File: config.mk
export PLATFORM = sky130hd
export DESIGN_NAME = conv_layer_engine
export DESIGN_NICKNAME = d
export VERILOG_FILES = /design/src/rtl/conv_layer_engine.sv
export SDC_FILE = /design/constraint.sdc
export NUM_CORES = 1
export LEC_CHECK = 0
export ABC_AREA = 0
export CORE_UTILIZATION = 55
export DETAILED_ROUTE_END_ITERATION = 6
export MAX_ROUTING_LAYER = met4
export PLACE_DENSITY = 0.75
export SKIP_LAST_GASP = 1
export SLEW_MARGIN = 10
export SYNTH_ARGS = -nofsm -noshare
export SYNTH_HDL_FRONTEND = slang
export SYNTH_SLANG_ARGS = --single-unit
File: constraint.sdc
create_clock -name clk -period 11.15 [get_ports clk]
set_input_delay 2.7875 -clock clk [delete_from_list [all_inputs] [get_ports clk]]
set_output_delay 2.7875 -clock clk [all_outputs]
set_load 0.02 [all_outputs]
File: src/rtl/conv_layer_engine.sv
// K x K window MAC engine over N_CH output channels: bias add, optional ReLU, saturation,
// and an output FIFO towards the next layer. Weights and biases are run-time loadable.
module conv_layer_engine #(
  parameter int unsigned IN_W  = 2,
  parameter int unsigned W_W   = 9,
  parameter int unsigned ACC_W = 18,
  parameter int unsigned K     = 3,
  parameter int unsigned N_CH  = 2,
  parameter int unsigned DEPTH = 4
) (
  input  logic                                         clk,
  input  logic                                         rst,
  input  logic                                         flush,
  input  logic                                         relu_en,
  input  logic                                         strt,
  input  logic [K*K*IN_W-1:0]                          din,
  output logic                                         win_ack,
  output logic                                         busy,
  input  logic                                         w_wr,
  input  logic [((N_CH > 1) ? $clog2(N_CH) : 1)-1:0]   w_ch,
  input  logic [$clog2(K*K+1)-1:0]                     w_idx,
  input  logic [W_W-1:0]                               w_data,
  output logic                                         out_valid,
  input  logic                                         out_ready,
  output logic [N_CH*ACC_W-1:0]                        out_data,
  output logic [$clog2(DEPTH+1)-1:0]                   fifo_cnt
);

  localparam int unsigned NPix = K * K;
  localparam int unsigned CntW = $clog2(DEPTH + 1);
  localparam int unsigned PtrW = (DEPTH > 1) ? $clog2(DEPTH) : 1;
  localparam int unsigned RowW = (K > 1) ? $clog2(K) : 1;
  // Never narrower than a full-scale window sum, so narrow ACC_W still saturates correctly.
  localparam int unsigned MinW = IN_W + W_W + $clog2(NPix) + 2;
  localparam int unsigned SumW = (ACC_W + 4 > MinW) ? ACC_W + 4 : MinW;

  localparam logic signed [SumW-1:0] SatMax = {{(SumW-ACC_W+1){1'b0}}, {(ACC_W-1){1'b1}}};
  localparam logic signed [SumW-1:0] SatMin = {{(SumW-ACC_W+1){1'b1}}, {(ACC_W-1){1'b0}}};

  typedef enum logic [1:0] {StIdle, StMac, StWrite} state_e;

  state_e                 state_q, state_d;
  logic [RowW-1:0]        row_q, row_d;
  logic signed [SumW-1:0] acc_q [N_CH];
  logic signed [SumW-1:0] acc_d [N_CH];
  logic signed [SumW-1:0] row_sum [N_CH];
  logic [W_W-1:0]         w_q [N_CH][NPix];
  logic [W_W-1:0]         b_q [N_CH];

  logic [N_CH*ACC_W-1:0]  mem_q [DEPTH];
  logic [PtrW-1:0]        wr_ptr_q, rd_ptr_q;
  logic [CntW-1:0]        cnt_q, cnt_d;
  logic [N_CH*ACC_W-1:0]  res_word;
  logic signed [SumW-1:0] tot;
  logic                   push, pop, full;
  int unsigned            p;

  assign full      = (cnt_q == CntW'(DEPTH));
  assign pop       = out_valid && out_ready;
  assign busy      = (state_q != StIdle);
  assign out_valid = (cnt_q != '0);
  assign fifo_cnt  = cnt_q;
  assign out_data  = out_valid ? mem_q[rd_ptr_q] : '0;

  always_ff @(posedge clk or posedge rst) begin
    if (rst) begin
      for (int c = 0; c < N_CH; c++) begin
        b_q[c] <= '0;
        for (int i = 0; i < NPix; i++) w_q[c][i] <= '0;
      end
    end else if (w_wr && (state_q == StIdle) && !flush && (32'(w_ch) < N_CH)) begin
      if (32'(w_idx) < NPix)       w_q[w_ch][w_idx] <= w_data;
      else if (32'(w_idx) == NPix) b_q[w_ch] <= w_data;
    end
  end

  always_comb begin
    p = 0;
    for (int c = 0; c < N_CH; c++) begin
      row_sum[c] = '0;
      for (int j = 0; j < K; j++) begin
        p = 32'(row_q) * K + j;
        row_sum[c] = row_sum[c]
                   + $signed({{(SumW-IN_W){1'b0}}, din[p*IN_W +: IN_W]})
                   * $signed({{(SumW-W_W){w_q[c][p][W_W-1]}}, w_q[c][p]});
      end
    end
  end

  always_comb begin
    res_word = '0;
    tot      = '0;
    for (int c = 0; c < N_CH; c++) begin
      tot = acc_q[c] + $signed({{(SumW-W_W){b_q[c][W_W-1]}}, b_q[c]});
      if (relu_en && tot[SumW-1]) res_word[c*ACC_W +: ACC_W] = '0;
      else if (tot > SatMax)      res_word[c*ACC_W +: ACC_W] = SatMax[ACC_W-1:0];
      else if (tot < SatMin)      res_word[c*ACC_W +: ACC_W] = SatMin[ACC_W-1:0];
      else                        res_word[c*ACC_W +: ACC_W] = tot[ACC_W-1:0];
    end
  end

  always_comb begin
    state_d = state_q;
    row_d   = row_q;
    acc_d   = acc_q;
    push    = 1'b0;
    win_ack = 1'b0;
    unique case (state_q)
      StIdle: begin
        if (strt && !full) begin
          state_d = StMac;
          row_d   = '0;
          for (int c = 0; c < N_CH; c++) acc_d[c] = '0;
        end
      end
      StMac: begin
        for (int c = 0; c < N_CH; c++) acc_d[c] = acc_q[c] + row_sum[c];
        if (row_q == RowW'(K - 1)) state_d = StWrite;
        else                       row_d   = row_q + 1'b1;
      end
      StWrite: begin
        push    = 1'b1;
        win_ack = 1'b1;
        state_d = StIdle;
      end
      default: state_d = StIdle;
    endcase
    if (flush) begin
      state_d = StIdle;
      row_d   = '0;
      push    = 1'b0;
      win_ack = 1'b0;
      for (int c = 0; c < N_CH; c++) acc_d[c] = '0;
    end
  end

  always_ff @(posedge clk or posedge rst) begin
    if (rst) begin
      state_q <= StIdle;
      row_q   <= '0;
      for (int c = 0; c < N_CH; c++) acc_q[c] <= '0;
    end else begin
      state_q <= state_d;
      row_q   <= row_d;
      acc_q   <= acc_d;
    end
  end

  always_comb begin
    cnt_d = cnt_q;
    if (push && !pop)      cnt_d = cnt_q + 1'b1;
    else if (!push && pop) cnt_d = cnt_q - 1'b1;
    if (flush) cnt_d = '0;
  end

  always_ff @(posedge clk or posedge rst) begin
    if (rst) begin
      wr_ptr_q <= '0;
      rd_ptr_q <= '0;
      cnt_q    <= '0;
    end else begin
      cnt_q <= cnt_d;
      if (flush) begin
        wr_ptr_q <= '0;
        rd_ptr_q <= '0;
      end else begin
        if (push) wr_ptr_q <= wr_ptr_q + 1'b1;
        if (pop)  rd_ptr_q <= rd_ptr_q + 1'b1;
      end
    end
  end

  // Payload needs no reset: out_data is gated by out_valid.
  always_ff @(posedge clk) begin
    if (push) mem_q[wr_ptr_q] <= res_word;
  end

  // strt is held off while full, so a push can never find the FIFO full.
  push_not_full_a: assert property (@(posedge clk) disable iff (rst) !(push && full));

endmodule

==> run metrics, run 1 <==
Netlist Area Pre-Place 0.02615 mm^2; Die Y approximately 220 um; Sequential Power Share 0.307; failing checks design-rule violations; asr flop ratio synth 0.6201; CTS Root Cell clkbuf_16; top post-synthesis cells by area dfrtp_1 (22%), edfxtp_1 (17%), mux4_2 (11%); sw frac 0.3814; #FFs+latches synth ~380; RSZ-0062 raised after global routing false; Worst R2R Path Depth 25; final setup fails 0; Worst Tran Pin Value roughly 1.2 ns; PwrDens 217.7 mW/mm^2; Final Cycle Share 0.8107; H-Tree Depth 2; Buffers on Ports 80; WP data arrival 9.49 ns; clk_skew approximately 0.02 ns; Final HPWL DP 40,540 um; status complete, but fails checks; Routed WL 56,480 um; layout cells sized above 1 0.1907; Via-to-Cell Ratio a little under 6; first-pass GRT wire length 92,350 um; DR pass1 iterations 7; CTS Buffer Depth 3; worst-skew pair later-pin latency 0.57 ns; Pleak around 13 nW; upper clock frequency limit between 100 and 150 MHz; site row count 79; Final ANT Viol Nets 0; RR Startpoint row_q[1]; part of the power in the clock network 0.219; Post-CTS Resized 0; Syn Area/Cell 12.10 um^2; Yosys top cell area share 0.2249; GRT Total Usage 0.2519; P_int 3.894 mW; CTS tree yes; CP startpoint din[3]; cell taking the most area after synthesis dfrtp_1; Critical Path End Type flip-flop; initial antenna violation count 1; Post-Syn Instances 2,161; antenna cells 0; Hold Path Stages 1; Clock transition at path regs approximately 0.070 ns; Core Area 0.04675 mm^2; DRC viols 8; max-cap viol count 0; remaining global-route overflow 0; number of global-route vias before repair 17.61k; Slew Limit Fails 0; Final Cell Area 0.02893 mm^2; layout net count 2,537; fin util 0.6187; critical path class in2reg; EDFF count, synth 144; final setup TNS 0 ns; largest net degree at the start of global routing 88; Placement Cell Area 0.02757 mm^2; Syn Nets 2,483; post-synthesis sequential area ratio 0.3903; Netlist cell types 65; FILL cells 3,662; I/O Pins between 80 and 90; CTS Hold Bufs 0; predominant post-synthesis flop cell dfrtp_1; CTS Sinks between 300 and 400; Initial Utilization 0.5592; post-route minimum period 9.040 ns; Die Area 0.04842 mm^2; WL/cell 19.81 um; Starting DRT DRC Count between 1k and 1.5k; HP Start b_q[11]; via count between 15k and 20k; startpoint class of the critical path input port; Setup Fix Bufs, Post-CTS 0; Syn-to-layout area delta 10.63%; Die Wd 220.0 um; Crit Path Max Fanout 18; slew margin rel. 0.1722; R2R Setup Slk 2.71 ns; final hold viol count 0; Overall Power between 6 and 7 mW; worst vdd ir 0.1195 mV; hold crit path type reg2reg; CP required 11.60 ns; yosys warns 0; RePlAce Congestion 0.9114; Gate power share 0.473; NetSw roughly 2.4 mW; TritonCTS buffer count 40
critical path, cell delays in order:
cell and delay (ns):
clkdlybuf4s50_1 0.42, mux2i_1 0.14, nor2_1 0.07, a31oi_2 0.90
nor2_1 0.15, ha_1 0.38, fa_1 0.47, fa_1 0.50
inv_1 0.05, fa_1 0.45, fa_1 0.49, inv_1 0.04
ha_1 0.31, a21o_1 0.20, a2111oi_1 0.64, o31ai_1 0.18
a2111oi_0 0.62, or2_2 0.27, o211ai_1 0.14, mux2i_1 0.18
nand3_1 0.08
through the flow:
step / hold WS, ns / setup WS [ns] / std cells
final: 0.5113 / 2.110 / 2851
after global routing: 0.5203 / 1.627 / 2851
after CTS: 0.5118 / 2.181 / 2851
after detailed placement: 0.4988 / 1.577 / 2780
after global placement: 0.4921 / 1.829 / 2780
after floorplan: 0.4772 / 1.916 / 2161
cell usage in the layout (no fill, tap or decap), drive strengths merged, types with 4 or more instances in the layout:
cell type / n
and2: 113
a211o: 7
buf: 25
o21a: 7
o21ai: 142
o211ai: 5
fa: 119
nor2: 80
mux4: 126
a31oi: 13
xnor2: 42
bufinv: 6
a211oi: 8
nand2: 118
clkdlybuf4s50: 80
nand4: 5
nor2b: 13
dfrtp: 235
clkbuf: 48
edfxtp: 144
inv: 222
a311oi: 5
ha: 164
nor3: 17
nor3b: 5
a22o: 7
a221oi: 4
a21oi: 68
o31ai: 7
mux2: 181
o21bai: 13
or2: 5
a21o: 31
mux2i: 44
nand2b: 21
xor2: 39
nand3: 23
clkinv: 12
and3: 8
power groups by stage:
stage                     registers (mW)  logic (mW)  clock network (mW)
after global placement              1.95        2.87                   0
after detailed placement            1.96        2.97                   0
final                               1.94        2.98                1.38
after floorplan                     1.91        2.25                   0
after CTS                           1.93        2.99                1.41
after global routing                1.96        3.34                1.46
sequential cells by signal, indices dropped and copies added (netlist names):
signal,cells
acc_q,44
b_q,18
fifo_cnt,3
mem_q,144
rd_ptr_q,2
row_q,2
state_q,2
w_q,162
wr_ptr_q,2
cell usage after synthesis, types with 8 or more instances:
| library cell | n |
|---|---|
| nand2_1 | 118 |
| mux4_2 | 126 |
| xnor2_1 | 42 |
| o21ai_2 | 9 |
| dfrtp_1 | 235 |
| nor2b_1 | 13 |
| a21oi_1 | 68 |
| a21o_1 | 31 |
| inv_1 | 219 |
| and3_1 | 8 |
| buf_1 | 18 |
| nor3_1 | 17 |
| o21bai_1 | 13 |
| xor2_1 | 39 |
| mux2_2 | 181 |
| ha_1 | 164 |
| fa_1 | 119 |
| o21ai_0 | 110 |
| nand3_1 | 23 |
| and2_1 | 113 |
| mux2i_1 | 44 |
| nand2b_1 | 21 |
| clkbuf_1 | 70 |
| nor2_1 | 80 |
| o21ai_1 | 23 |
| a31oi_1 | 13 |
| edfxtp_1 | 144 |
area by class of cell:
type                            instances  area, um^2  share of cell area
Timing Repair Buffer                  105       988.4             0.03417
Sequential cell                       379       10210              0.3530
Clock inverter                         23       285.3            0.009862
Clock buffer                           48        1072             0.03707
Multi-Input combinational cell       1470       14780              0.5110
Tap cell                              607       759.5             0.02626
Inverter                              219       829.5             0.02868
kinds of logic after synthesis:
group                      Yosys count  synth area share
AOI/OAI and AO/OA                  336           0.08317
and+or+nand+nor                    419           0.08063
DFF                                379            0.3903
buffers and inverters              312           0.04584
xor gates and xnor gates            81           0.02713
adders and majority gates          283            0.1696
muxes                              351            0.2033
path summary, 6_finish.rpt:
path	to
worst max-delay path	acc_q[42]
worst min-delay path	b_q[11]
worst max register to register	acc_q[20]
worst min register to register	b_q[11]
max in group asynchronous	w_q[96]
min in group asynchronous	w_q[33]
metal layers:
layer / track usage / part of all wire
met2: 0.4026 / 0.47
met1: 0.3376 / 0.45
met3: 0.03823 / 0.062
met4: 0.06667 / 0.022
met5: - / 0
No activity file was read; power rests on OpenSTA's default activity.
==> run 2, diff against run 1 <==
==> constraint.sdc (replaced) <==
create_clock -name clk -period 9.4 [get_ports clk]
set_input_delay 2.35 -clock clk [delete_from_list [all_inputs] [get_ports clk]]
set_output_delay 2.35 -clock clk [all_outputs]
set_load 0.02 [all_outputs]
==> run 2 against run 1 <==
The run still ends with design-rule violations left. Clock power is 12% higher. Largest power group unchanged. Count of clock-buffer cells in the layout grew 5. Critical path depth stayed put. Critical path type unchanged. Die area stayed put. Largest cell class unchanged. Sequential share of layout area up 0.050 points. Register-to-register slack worse by 1.2 ns.
==> run metrics, run 2 (same netlist as run 1, synthesis figures left out) <==
remaining global-route overflow 0; site row count 79; layout net count 2,542; Slew Limit Fails 0; Setup Fix Bufs, Post-CTS 0; post-route minimum period approximately 8.3 ns; Clock transition at path regs 0.06 ns; Die Y around 220 um; CTS Root Cell clkbuf_16; WL/cell roughly 19 um; startpoint class of the critical path input port; worst vdd ir between 0.1 and 0.15 mV; CP startpoint din[15]; RePlAce Congestion 0.8488; CTS Hold Bufs 0; critical path class in2reg; CTS tree yes; GRT Total Usage 0.2453; Final Cycle Share 0.8855; Via-to-Cell Ratio 5.886; Worst Tran Pin Value 1.236 ns; FILL cells 3,651; HP Start b_q[6]; Largest Register w_q; routing usage on met1 0.3307; H-Tree Depth 2; Pleak 12.77 nW; DP Worst Slack 0.5958 ns; M3 GR Usage 0.03879; Multi-input gate area approximately 0.015 mm^2; number of global-route vias before repair 17.15k; Placement Cell Area 0.02760 mm^2; worst-skew pair later-pin latency 0.58 ns; Initial Utilization 0.5592; R2R Setup Slk 1.50 ns; Final Cell Area 0.02888 mm^2; Largest regs w_q: 162 flops, mem_q: 144 flops, acc_q: 44 flops; CTS Buffer Depth 3; DRC viols 8; hold crit path type reg2reg; Post-CTS Resized 0; I/O Pins 81; GR peak layer met2; final hold viol count 0; CTS Sinks 379; final setup fails 0; max reg flops 162; TritonCTS buffer count 41; WP data arrival 8.77 ns; Setup WS post-layout 1.076 ns; Buffers on Ports 80; clk_skew 0.02056 ns; final setup TNS 0 ns; Final HPWL DP around 40,000 um; antenna cells 0; max-cap viol count 0; Overall Power 7.361 mW; grt met2 use 0.3896; Hold Path Stages 1; layout cells sized above 1 0.1927; Worst R2R Path Depth 24; Starting DRT DRC Count 1,188; Register Area slightly above 0.01 mm^2; PwrDens 254.8 mW/mm^2; CP required 9.85 ns; failing checks design-rule violations; commonest cells after routing, fill and taps aside dfrtp_1 (233), inv_1 (218), mux2_2 (181); Core Area 0.04675 mm^2; Critical Path End Type flip-flop; largest net degree at the start of global routing 100; Crit Path Max Fanout 13; first-pass GRT wire length 90,200 um; Die Wd roughly 220 um; DR pass1 iterations 7; Syn-to-layout area delta 10.47%; upper clock frequency limit 120.1 MHz; RSZ-0062 raised after global routing false; Die Area about 0.048 mm^2; placed insts 2,784; Finished Layout Cells 2,859; initial antenna violation count 1; RR Startpoint row_q[0]; most common cell after layout, fill and taps aside dfrtp_1; Routed WL 55,420 um; via count ~17k; Final ANT Viol Nets 0; status complete, but fails checks; slew margin rel. 0.1740
## run 2: cell count changes in the layout (fill, tap and decap cells not counted)
cell        before  now
clkbuf_1         5    9
clkinv_2         3   12
inv_6            3    1
buf_4           25   29
clkbuf_8         2    3
clkinvlp_4       2    0
clkinv_1         6    4
clkinv_8         0    2
bufinv_16        6    2
clkinv_4         3    1
## run 2: report_power, final
group          leakage (nW)  total [mW]  switching (mW)  internal (mW)
logic                  7.65        3.49            1.98           1.51
registers              4.47        2.32           0.201           2.12
clock network         0.641        1.55           0.663          0.887
## run 2: per-layer routing
metal / share of wire / vias up
li1: - / 7821
met1: 0.46 / 8508
met2: 0.47 / 437
met3: 0.052 / 63
met4: 0.017 / 0
met5: 0 / -
## run 2: worst max-delay path, cell delays in order
cell and delay (ns):
clkdlybuf4s50_1 0.40, mux2i_1 0.13, nor2_1 0.06, a31oi_2 0.74, nor2_1 0.13, ha_1 0.34, fa_1 0.46, fa_1 0.50
inv_1 0.05, fa_1 0.45, fa_1 0.49, inv_1 0.04, ha_1 0.31, a21o_1 0.21, a2111oi_1 0.66, o31ai_1 0.19
a2111oi_0 0.60, or2_2 0.25, o211ai_1 0.12, mux2i_1 0.18, nand3_1 0.10
## run 2: final cells by class
cell class                 count  area share
timing repair buffer         109     0.03526
multi-input combinational   1470      0.5117
sequential                   379      0.3535
tap                          607     0.02629
clock buffer                  53     0.03812
inverter                     219     0.02872
clock inverter                22    0.006411
## run 2: path summary, 6_finish.rpt
check / to
setup / recovery: acc_q[42]
hold reg to reg: b_q[6]
hold / removal: b_q[6]
max in group asynchronous: rd_ptr_q[0]
min in group asynchronous: w_q[24]
setup reg to reg: acc_q[42]
## run 2: stage by stage
stage          hold slack (ns)  utilization
2_1_floorplan           0.4772            -
3_3_place_gp            0.4922       0.5903
3_5_place_dp            0.4999       0.5903
4_1_cts                 0.5135       0.6178
5_1_grt                 0.5301       0.6178
6_report                0.5085       0.6178
